## config.mk

```make
export PLATFORM = sky130hd
export DESIGN_NAME = button_port_flat
export DESIGN_NICKNAME = d
export VERILOG_FILES = /design/src/rtl/button_port_if.sv /design/src/rtl/button_port.sv /design/src/flat_wrapper.sv
export SDC_FILE = /design/constraint.sdc
export NUM_CORES = 1
export LEC_CHECK = 0
export CORE_MARGIN = 8
export CORE_UTILIZATION = 54
export CTS_BUF_LIST = sky130_fd_sc_hd__clkbuf_8
export CTS_CLUSTER_SIZE = 40
export DETAILED_ROUTE_END_ITERATION = 8
export PLACE_DENSITY = 0.88
export SYNTH_ARGS = -nofsm -noshare
export SYNTH_HDL_FRONTEND = slang
export SYNTH_SLANG_ARGS = --single-unit
```

## constraint.sdc

```tcl
create_clock -name clk -period 3.45 [get_ports clk]
set_input_delay 0.5175 -clock clk [delete_from_list [all_inputs] [get_ports clk]]
set_output_delay 0.5175 -clock clk [all_outputs]
set_load 0.05 [all_outputs]
```

## src/rtl/button_port_if.sv

```systemverilog
// CPU-side bus shared with RAM: word address, write data and strobe out; select,
// read data and interrupt back from the peripheral.
interface button_port_if;
    logic [11:0] address;
    logic [15:0] data_out;
    logic        memwt;
    logic        sel;
    logic [15:0] rd_data;
    logic        irq;

    modport master (
        output address, data_out, memwt,
        input  sel, rd_data, irq
    );

    modport slave (
        input  address, data_out, memwt,
        output sel, rd_data, irq
    );
endinterface

```

## src/rtl/button_port.sv

```systemverilog
// Memory-mapped pushbutton: synchroniser, debounce, press detection, sticky
// pending flag with irq, press counter and a four-word register window.
module button_port #(
    parameter logic [11:0] BASE_ADDR       = 12'h800,
    parameter int          DEBOUNCE_CYCLES = 500000,
    parameter int          CNT_W           = 20,
    parameter bit          ACTIVE_LOW      = 1'b1
) (
    input  logic          clk,
    input  logic          rst,
    input  logic          pushbutton,
    button_port_if.slave  bus
);
    localparam logic [CNT_W-1:0] DEB_LAST = CNT_W'(DEBOUNCE_CYCLES - 1);
    localparam logic [15:0]      ID_VALUE = 16'hB770;

    logic             btn;
    logic             sync1_reg;
    logic             sync2_reg;
    logic             debounced_reg;
    logic [CNT_W-1:0] deb_cnt_reg;
    logic             pending_reg;
    logic             edge_en_reg;
    logic [15:0]      press_count_reg;

    logic [11:0]      offset;
    logic             wr_status;
    logic             wr_count;
    logic             wr_control;
    logic             deb_done;
    logic             press;

    assign btn = pushbutton ^ ACTIVE_LOW;

    // Modular subtraction keeps the range test a single compare on the upper bits.
    assign offset  = bus.address - BASE_ADDR;
    assign bus.sel = (offset[11:2] == 10'd0);

    assign wr_status  = bus.memwt && bus.sel && (offset[1:0] == 2'd0);
    assign wr_count   = bus.memwt && bus.sel && (offset[1:0] == 2'd1);
    assign wr_control = bus.memwt && bus.sel && (offset[1:0] == 2'd2);

    assign deb_done = (sync2_reg != debounced_reg) && (deb_cnt_reg == DEB_LAST);
    assign press    = deb_done && sync2_reg;

    always_ff @(posedge clk or posedge rst) begin
        if (rst) begin
            sync1_reg     <= 1'b0;
            sync2_reg     <= 1'b0;
            debounced_reg <= 1'b0;
            deb_cnt_reg   <= '0;
        end else begin
            sync1_reg <= btn;
            sync2_reg <= sync1_reg;
            if (sync2_reg == debounced_reg) begin
                deb_cnt_reg <= '0;
            end else if (deb_done) begin
                debounced_reg <= sync2_reg;
                deb_cnt_reg   <= '0;
            end else begin
                deb_cnt_reg <= deb_cnt_reg + 1'b1;
            end
        end
    end

    // A press in the same cycle as a clear or count write takes priority / adds on top.
    always_ff @(posedge clk or posedge rst) begin
        if (rst) begin
            pending_reg     <= 1'b0;
            edge_en_reg     <= 1'b0;
            press_count_reg <= 16'h0000;
        end else begin
            if (press && edge_en_reg)
                pending_reg <= 1'b1;
            else if (wr_status && bus.data_out[1])
                pending_reg <= 1'b0;

            if (wr_count)
                press_count_reg <= bus.data_out + {15'd0, press};
            else if (press)
                press_count_reg <= press_count_reg + 16'd1;

            if (wr_control)
                edge_en_reg <= bus.data_out[0];
        end
    end

    always_comb begin
        bus.rd_data = 16'h0000;
        if (bus.sel) begin
            case (offset[1:0])
                2'd0:    bus.rd_data = {14'd0, pending_reg, debounced_reg};
                2'd1:    bus.rd_data = press_count_reg;
                2'd2:    bus.rd_data = {15'd0, edge_en_reg};
                default: bus.rd_data = ID_VALUE;
            endcase
        end
    end

    assign bus.irq = pending_reg;
endmodule
```

## src/flat_wrapper.sv

```systemverilog
// flat-port wrapper written by rule: the top's interface ports become plain ports
module button_port_flat 
#(
    parameter logic [11:0] BASE_ADDR       = 12'h800,
    parameter int          DEBOUNCE_CYCLES = 500000,
    parameter int          CNT_W           = 20,
    parameter bit          ACTIVE_LOW      = 1'b1
)
  (clk, rst, pushbutton, bus_address, bus_data_out, bus_memwt, bus_sel, bus_rd_data, bus_irq);
  button_port_if bus_i ();
  input  logic clk;
  input  logic rst;
  input  logic pushbutton;
  input wire logic [$bits(bus_i.address)-1:0] bus_address;
  input wire logic [$bits(bus_i.data_out)-1:0] bus_data_out;
  input wire logic [$bits(bus_i.memwt)-1:0] bus_memwt;
  output wire logic [$bits(bus_i.sel)-1:0] bus_sel;
  output wire logic [$bits(bus_i.rd_data)-1:0] bus_rd_data;
  output wire logic [$bits(bus_i.irq)-1:0] bus_irq;
  assign bus_i.address = bus_address;
  assign bus_i.data_out = bus_data_out;
  assign bus_i.memwt = bus_memwt;
  assign bus_sel = bus_i.sel;
  assign bus_rd_data = bus_i.rd_data;
  assign bus_irq = bus_i.irq;
  button_port #(.BASE_ADDR(BASE_ADDR), .DEBOUNCE_CYCLES(DEBOUNCE_CYCLES), .CNT_W(CNT_W), .ACTIVE_LOW(ACTIVE_LOW)) u_core (.clk(clk), .rst(rst), .pushbutton(pushbutton), .bus(bus_i));
endmodule
```

==> impl_metrics.py, run 1 <==
metrics = {
    "run_status": {
        "status": "finished, final reports clean",
    },
    "setup_path": {
        "cp-end-kind": "primary output",
        "worst-path-buf-inv": 2,
        "cp-start-kind": "input pin",
        "crit_path_frequent_cell": "clkdlybuf4s50_1",
        "crit_required_ns": 2.93,
        "crit_path_cell_trace": "clkdlybuf4s50_1, nor4_1, and4b_1, nor3b_1, clkdlybuf4s50_1",
        "path_class": "in2out",
        "r2r_setup_slack_ns": 0.66,
        "crit_family": "buffers and inverters",
        "arrival_ns": 2.66,
        "r2r-start": "u_core.deb_cnt_reg[10]$_DFF_PP0_",
        "crit_fanout": 7,
        "critPathSlowestCell": "clkdlybuf4s50_1",
        "cpPeakStageDelay_ns": 0.84,
        "startpoint": "bus_address[6]",
    },
    "global_route": {
        "grt_first_pass_wirelength_mm": 10.1,
        "antenna_found_initial": 0,
        "use_met1_pct": 17.9,
        "gr-usage-all-layers_pct": 17.1,
        "grt_max_degree": 42,
        "grt.overflow.total": 0,
        "grt_pass1_vias": 2271,
        "met2_usage_pct": 31.9,
        "use_met3_pct": 4.39,
        "top_usage_layer": "met2",
    },
    "timing": {
        "finalSetupViolCount": 0,
        "holdWs_ns": 0.355,
        "drv_slew": 0,
        "min_period_ns": 3.18,
        "period_share_pct": 92.1,
        "finClkSkew_ns": 0.0154,
        "grt_setup_unrepaired": "no",
        "finalHoldViolations": 0,
        "slew_headroom_pct": 54.1,
        "tns_ns": 0,
        "max_slew.worst_pin.slew_ns": 0.683,
        "fmax_ghz": 0.315,
    },
    "logic_synthesis": {
        "synth.most_common_cell": "nor2_1",
        "synth_ff_type": "dfrtp_1",
        "avgSynthCellArea_sq_um": 9.29,
        "synth_top_area_share_pct": 39.0,
        "synthTopCellsByArea": "dfrtp_1, xnor2_1, nor2_1",
        "synth-edff-count": 0,
        "synth_cell_type_count": 42,
        "async_flop_share_pct": 100,
        "syn_area_sq_um": 2630,
        "synth_fp_nets": 319,
        "ys.warnings.count": 0,
        "ys_seq_elements": 41,
        "yosysTopAreaCell": "dfrtp_1",
        "synth_commonest_cells": "nor2_1, dfrtp_1, xnor2_1",
        "ys_seq_area_share_pct": 39.0,
        "synthCells": 283,
    },
    "finish": {
        "largest_reg_flops": 20,
        "num-fill-cells": 340,
        "area_delta_synth_final_pct": 26.1,
        "finalNetCount": 370,
        "antennaDiodeCount": 0,
        "layout-drive-gt1-share_pct": 12.5,
    },
    "clock_network": {
        "clk_pin_slew_ns": 0.07,
        "ctsResizeCount": 0,
        "cts_sinks": 41,
        "clk_latency_ns": 0.30,
        "cts_buffers": 5,
        "cts_setup_buffers": 0,
        "ctsHoldBuffers": 0,
        "cts_tree": "yes",
        "htree_levels": 2,
        "clk_path_buf_depth": 2,
        "cts_root_buf": "clkbuf_8",
    },
    "power": {
        "p_leak_uw": 0.00132,
        "p_per_area_nw_per_um2": 278,
        "ir_drop_mv": 0.283,
    },
    "floorplan": {
        "initial_utilization_pct": 55.7,
        "std_cell_rows": 25,
        "die_h_um": 85.8,
        "dieArea_sq_um": 7360,
        "ioPinCount": 50,
        "die_x_um": 85.8,
        "core_area_sq_um": 4720,
    },
    "drt": {
        "routed_via_density": 5.33,
        "dr_total_vias": 2144,
        "drcViolationCount": 0,
        "drt-total-wl_mm": 6.06,
        "detail_route.wl_per_cell_um": 15.1,
        "drt-pass1-iter-count": 4,
        "ant_nets": 0,
        "drt-initial-drc-count": 115,
    },
    "flow_run": {
        "maxCapViolations": 0,
    },
    "worst_hold_path": {
        "hp-class": "reg2reg",
        "hp-start": "u_core.sync1_reg$_DFF_PP0_",
    },
    "placed_design": {
        "routabilityCongestion": 0.836,
        "post-dp-hpwl_mm": 4.68,
        "portBuffers": 49,
    },
}
[where the power goes]
part	internal, uW	switching (uW)	total [uW]
clock network	181	165	345
logic	46.3	39.9	86.3
registers	485	5.62	491
total	712	210	923
[cells by family after synthesis]
logic type | count (synthesis) | share of synthesized area [%]
AOI/OAI and AO/OA | 9 | 2.00
xor gates and xnor gates | 47 | 15.7
adders and majority gates | 4 | 1.90
buffers and inverters | 18 | 3.19
DFF | 41 | 39.0
muxes | 16 | 6.28
and+or+nand+nor | 148 | 32.0
[area by class of cell]
class | count | area [sq um] | area share (%)
clock buffer | 7 | 96.3 | 2.90
clock inverter | 1 | 5.00 | 0.151
inverter | 8 | 30.0 | 0.905
multi-input combinational | 224 | 1520 | 45.8
sequential | 41 | 1030 | 30.9
tap | 67 | 83.8 | 2.53
timing repair buffer | 54 | 556 | 16.7
[cell usage in the layout, fill, tap and decap left out, types with 8 or more instances in the layout]
| cell | n |
|---|---|
| clkdlybuf4s50_1 | 35 |
| mux2i_1 | 12 |
| dfrtp_1 | 41 |
| nor4_1 | 8 |
| nand2_1 | 19 |
| xor2_1 | 19 |
| and3_1 | 8 |
| buf_4 | 14 |
| and2_1 | 8 |
| inv_1 | 8 |
| nor2_1 | 48 |
| xnor2_1 | 28 |
| nand3_1 | 19 |
[worst paths after layout]
kind,to,depth (start not counted)
max,bus_rd_data[1],5
min,u_core.sync2_reg$_DFF_PP0_,0
max reg2reg,u_core.press_count_reg[10]$_DFFE_PP0P_,10
min reg2reg,u_core.sync2_reg$_DFF_PP0_,0
max in group asynchronous,u_core.deb_cnt_reg[9]$_DFF_PP0_,3
min in group asynchronous,u_core.press_count_reg[10]$_DFFE_PP0P_,3
[routing by layer]
metal	part of all wire [%]	vias up
met4	1.5	0
met2	53	34
met1	41	1030
met5	0	-
met3	3.8	9
li1	-	1071
[stage by stage]
step | power [uW] | area, sq um | util [%] | std cells | worst slack (ns)
after floorplan | 534 | 2630 | - | 283 | 0.490
after global placement | 584 | 3220 | 68.1 | 394 | 0.392
after detailed placement | 587 | 3220 | 68.1 | 394 | 0.293
after CTS | 928 | 3320 | 70.2 | 402 | 0.278
after global routing | 961 | 3320 | 70.2 | 402 | 0.230
final | 923 | 3320 | 70.2 | 402 | 0.273
Power figures use the tool's default switching activity.
==> inputs of run 2 (changes only) <==
--- a/config.mk
+++ b/config.mk
@@ -10,6 +10,7 @@
 export CTS_BUF_LIST = sky130_fd_sc_hd__clkbuf_8
 export CTS_CLUSTER_SIZE = 40
 export DETAILED_ROUTE_END_ITERATION = 8
+export HOLD_SLACK_MARGIN = 0.03
 export PLACE_DENSITY = 0.88
 export SYNTH_ARGS = -nofsm -noshare
 export SYNTH_HDL_FRONTEND = slang
==> results of run 2 <==
No change in the layout: final DEF, timing and power equal those of run 1.
==> inputs of run 3 (changes only) <==
--- a/config.mk
+++ b/config.mk
@@ -5,12 +5,14 @@
 export SDC_FILE = /design/constraint.sdc
 export NUM_CORES = 1
 export LEC_CHECK = 0
+export ABC_CLOCK_PERIOD_IN_PS = 3450
 export CORE_MARGIN = 8
 export CORE_UTILIZATION = 54
 export CTS_BUF_LIST = sky130_fd_sc_hd__clkbuf_8
 export CTS_CLUSTER_SIZE = 40
 export DETAILED_ROUTE_END_ITERATION = 8
-export HOLD_SLACK_MARGIN = 0.03
+export HOLD_SLACK_MARGIN = 0.15
+export MAX_ROUTING_LAYER = met4
 export PLACE_DENSITY = 0.88
 export SYNTH_ARGS = -nofsm -noshare
 export SYNTH_HDL_FRONTEND = slang
==> run 3 against run 2 <==
Clock power about the same. Via count increased by 0.23%. Cell count unchanged. Die area unchanged. Critical path depth unchanged. Non-clock buffer count did not move. Sequential share of layout area is the same. Worst hold slack unchanged. Wire length is 0.31% lower. Combinational power about the same. Critical path type unchanged. Largest cell class unchanged. Highest routed layer unchanged.
==> impl_metrics.py, run 3 (same netlist as run 1, synthesis figures left out) <==
metrics = {
    "floorplan": {
        "die_x_um": 85.8,
        "dieArea_sq_um": 7360,
        "die_h_um": 85.8,
        "initial_utilization_pct": 55.7,
        "core_area_sq_um": 4720,
        "ioPinCount": 50,
        "std_cell_rows": 25,
    },
    "finish": {
        "finalNetCount": 370,
        "area_delta_synth_final_pct": 26.1,
        "largest_reg_flops": 20,
        "final_cell_area_sq_um": 3320,
        "layout-drive-gt1-share_pct": 12.5,
        "final_cell_mix": "nor2_1, dfrtp_1, clkdlybuf4s50_1",
        "antennaDiodeCount": 0,
        "num-fill-cells": 340,
        "final_common_cell": "nor2_1",
    },
    "timing": {
        "period_share_pct": 93.2,
        "min_period_ns": 3.22,
        "tns_ns": 0,
        "drv_slew": 0,
        "holdWs_ns": 0.355,
        "finalHoldViolations": 0,
        "finalSetupViolCount": 0,
        "fmax_ghz": 0.311,
        "finClkSkew_ns": 0.0129,
        "slew_headroom_pct": 54.1,
        "max_slew.worst_pin.slew_ns": 0.683,
        "grt_setup_unrepaired": "no",
    },
    "placed_design": {
        "portBuffers": 49,
        "post-dp-hpwl_mm": 4.68,
        "placed_area_sq_um": 3220,
        "routabilityCongestion": 0.849,
    },
    "setup_path": {
        "crit_fanout": 7,
        "cp-start-kind": "input pin",
        "crit_family": "buffers and inverters",
        "path_class": "in2out",
        "worst-path-buf-inv": 2,
        "cp-end-kind": "primary output",
        "critPathSlowestCell": "clkdlybuf4s50_1",
        "crit_required_ns": 2.93,
        "arrival_ns": 2.70,
        "crit_path_frequent_cell": "clkdlybuf4s50_1",
        "crit_path_cell_trace": "clkdlybuf4s50_1, nor4_1, and4b_1, nor3b_1, clkdlybuf4s50_1",
        "cpPeakStageDelay_ns": 0.85,
    },
    "power": {
        "ir_drop_mv": 0.282,
        "p_leak_uw": 0.00132,
        "p_per_area_nw_per_um2": 277,
    },
    "drt": {
        "drt-initial-drc-count": 102,
        "drcViolationCount": 0,
        "drt-pass1-iter-count": 4,
        "detail_route.wl_per_cell_um": 15.0,
        "routed_via_density": 5.35,
        "dr_total_vias": 2149,
        "ant_nets": 0,
        "drt-total-wl_mm": 6.04,
    },
    "global_route": {
        "grt_max_degree": 42,
        "antenna_found_initial": 0,
        "gr-usage-all-layers_pct": 17.5,
        "grt.overflow.total": 0,
        "grt_first_pass_wirelength_mm": 10.1,
        "grt_pass1_vias": 2265,
    },
    "clock_network": {
        "cts_setup_buffers": 0,
        "cts_sinks": 41,
        "cts_tree": "yes",
        "ctsResizeCount": 0,
        "htree_levels": 2,
        "clk_latency_ns": 0.30,
        "cts_root_buf": "clkbuf_8",
        "ctsHoldBuffers": 0,
        "clk_pin_slew_ns": 0.07,
        "cts_buffers": 5,
        "clk_path_buf_depth": 2,
    },
    "worst_hold_path": {
        "hp-class": "reg2reg",
    },
    "run_status": {
        "status": "finished, final reports clean",
    },
    "flow_run": {
        "maxCapViolations": 0,
    },
}
## run 3: final timing paths
check,end,slack (ns),cells after the start,from
max,bus_rd_data[1],0.23,5,bus_address[7]
min,u_core.sync2_reg$_DFF_PP0_,0.35,0,u_core.sync1_reg$_DFF_PP0_
max reg2reg,u_core.press_count_reg[10]$_DFFE_PP0P_,0.67,10,u_core.deb_cnt_reg[10]$_DFF_PP0_
min reg2reg,u_core.sync2_reg$_DFF_PP0_,0.35,0,u_core.sync1_reg$_DFF_PP0_
max in group asynchronous,u_core.deb_cnt_reg[19]$_DFF_PP0_,2.44,3,rst
min in group asynchronous,u_core.press_count_reg[10]$_DFFE_PP0P_,0.64,3,rst
## run 3: worst reg2reg max path: stages, from the launching register on
cell and delay, ns:
dfrtp_1 0.45, nor4b_4 0.35, nand4_4 0.12, nor3_2 0.38, ha_1 0.27, ha_1 0.19, and3_1 0.22, nand3_1 0.22
nor2_1 0.21, xnor2_1 0.16, mux2i_1 0.10
## run 3: power by group
group          switching, uW  total (uW)  internal [uW]
clock                    162         343            181
sequential              5.60         491            485
combinational           39.8        86.1           46.3
## run 3: stage by stage
stage	cells	setup slack [ns]	total power (uW)	util (%)
floorplan	283	0.490	534	-
global placement	394	0.392	584	68.1
global route	402	0.230	960	70.2
detailed placement	394	0.293	587	68.1
finish	402	0.233	920	70.2
CTS	402	0.278	928	70.2
## run 3: layer usage
metal | vias up | routed length [um] | GRT usage [%]
met5 | - | 0 | -
met1 | 1021 | 2440 | 17.7
met3 | 11 | 282 | 4.39
li1 | 1071 | - | -
met2 | 46 | 3210 | 32.1
met4 | 0 | 108 | 6.21
## run 3: area by class of cell
| type | count | area (sq um) | share of cell area, % |
|---|---|---|---|
| inverter | 8 | 30.0 | 0.905 |
| clock inverter | 1 | 5.00 | 0.151 |
| clock buffer | 7 | 96.3 | 2.90 |
| multi-input combinational | 224 | 1520 | 45.8 |
| tap | 67 | 83.8 | 2.53 |
| timing repair buffer | 54 | 556 | 16.7 |
| sequential | 41 | 1030 | 30.9 |
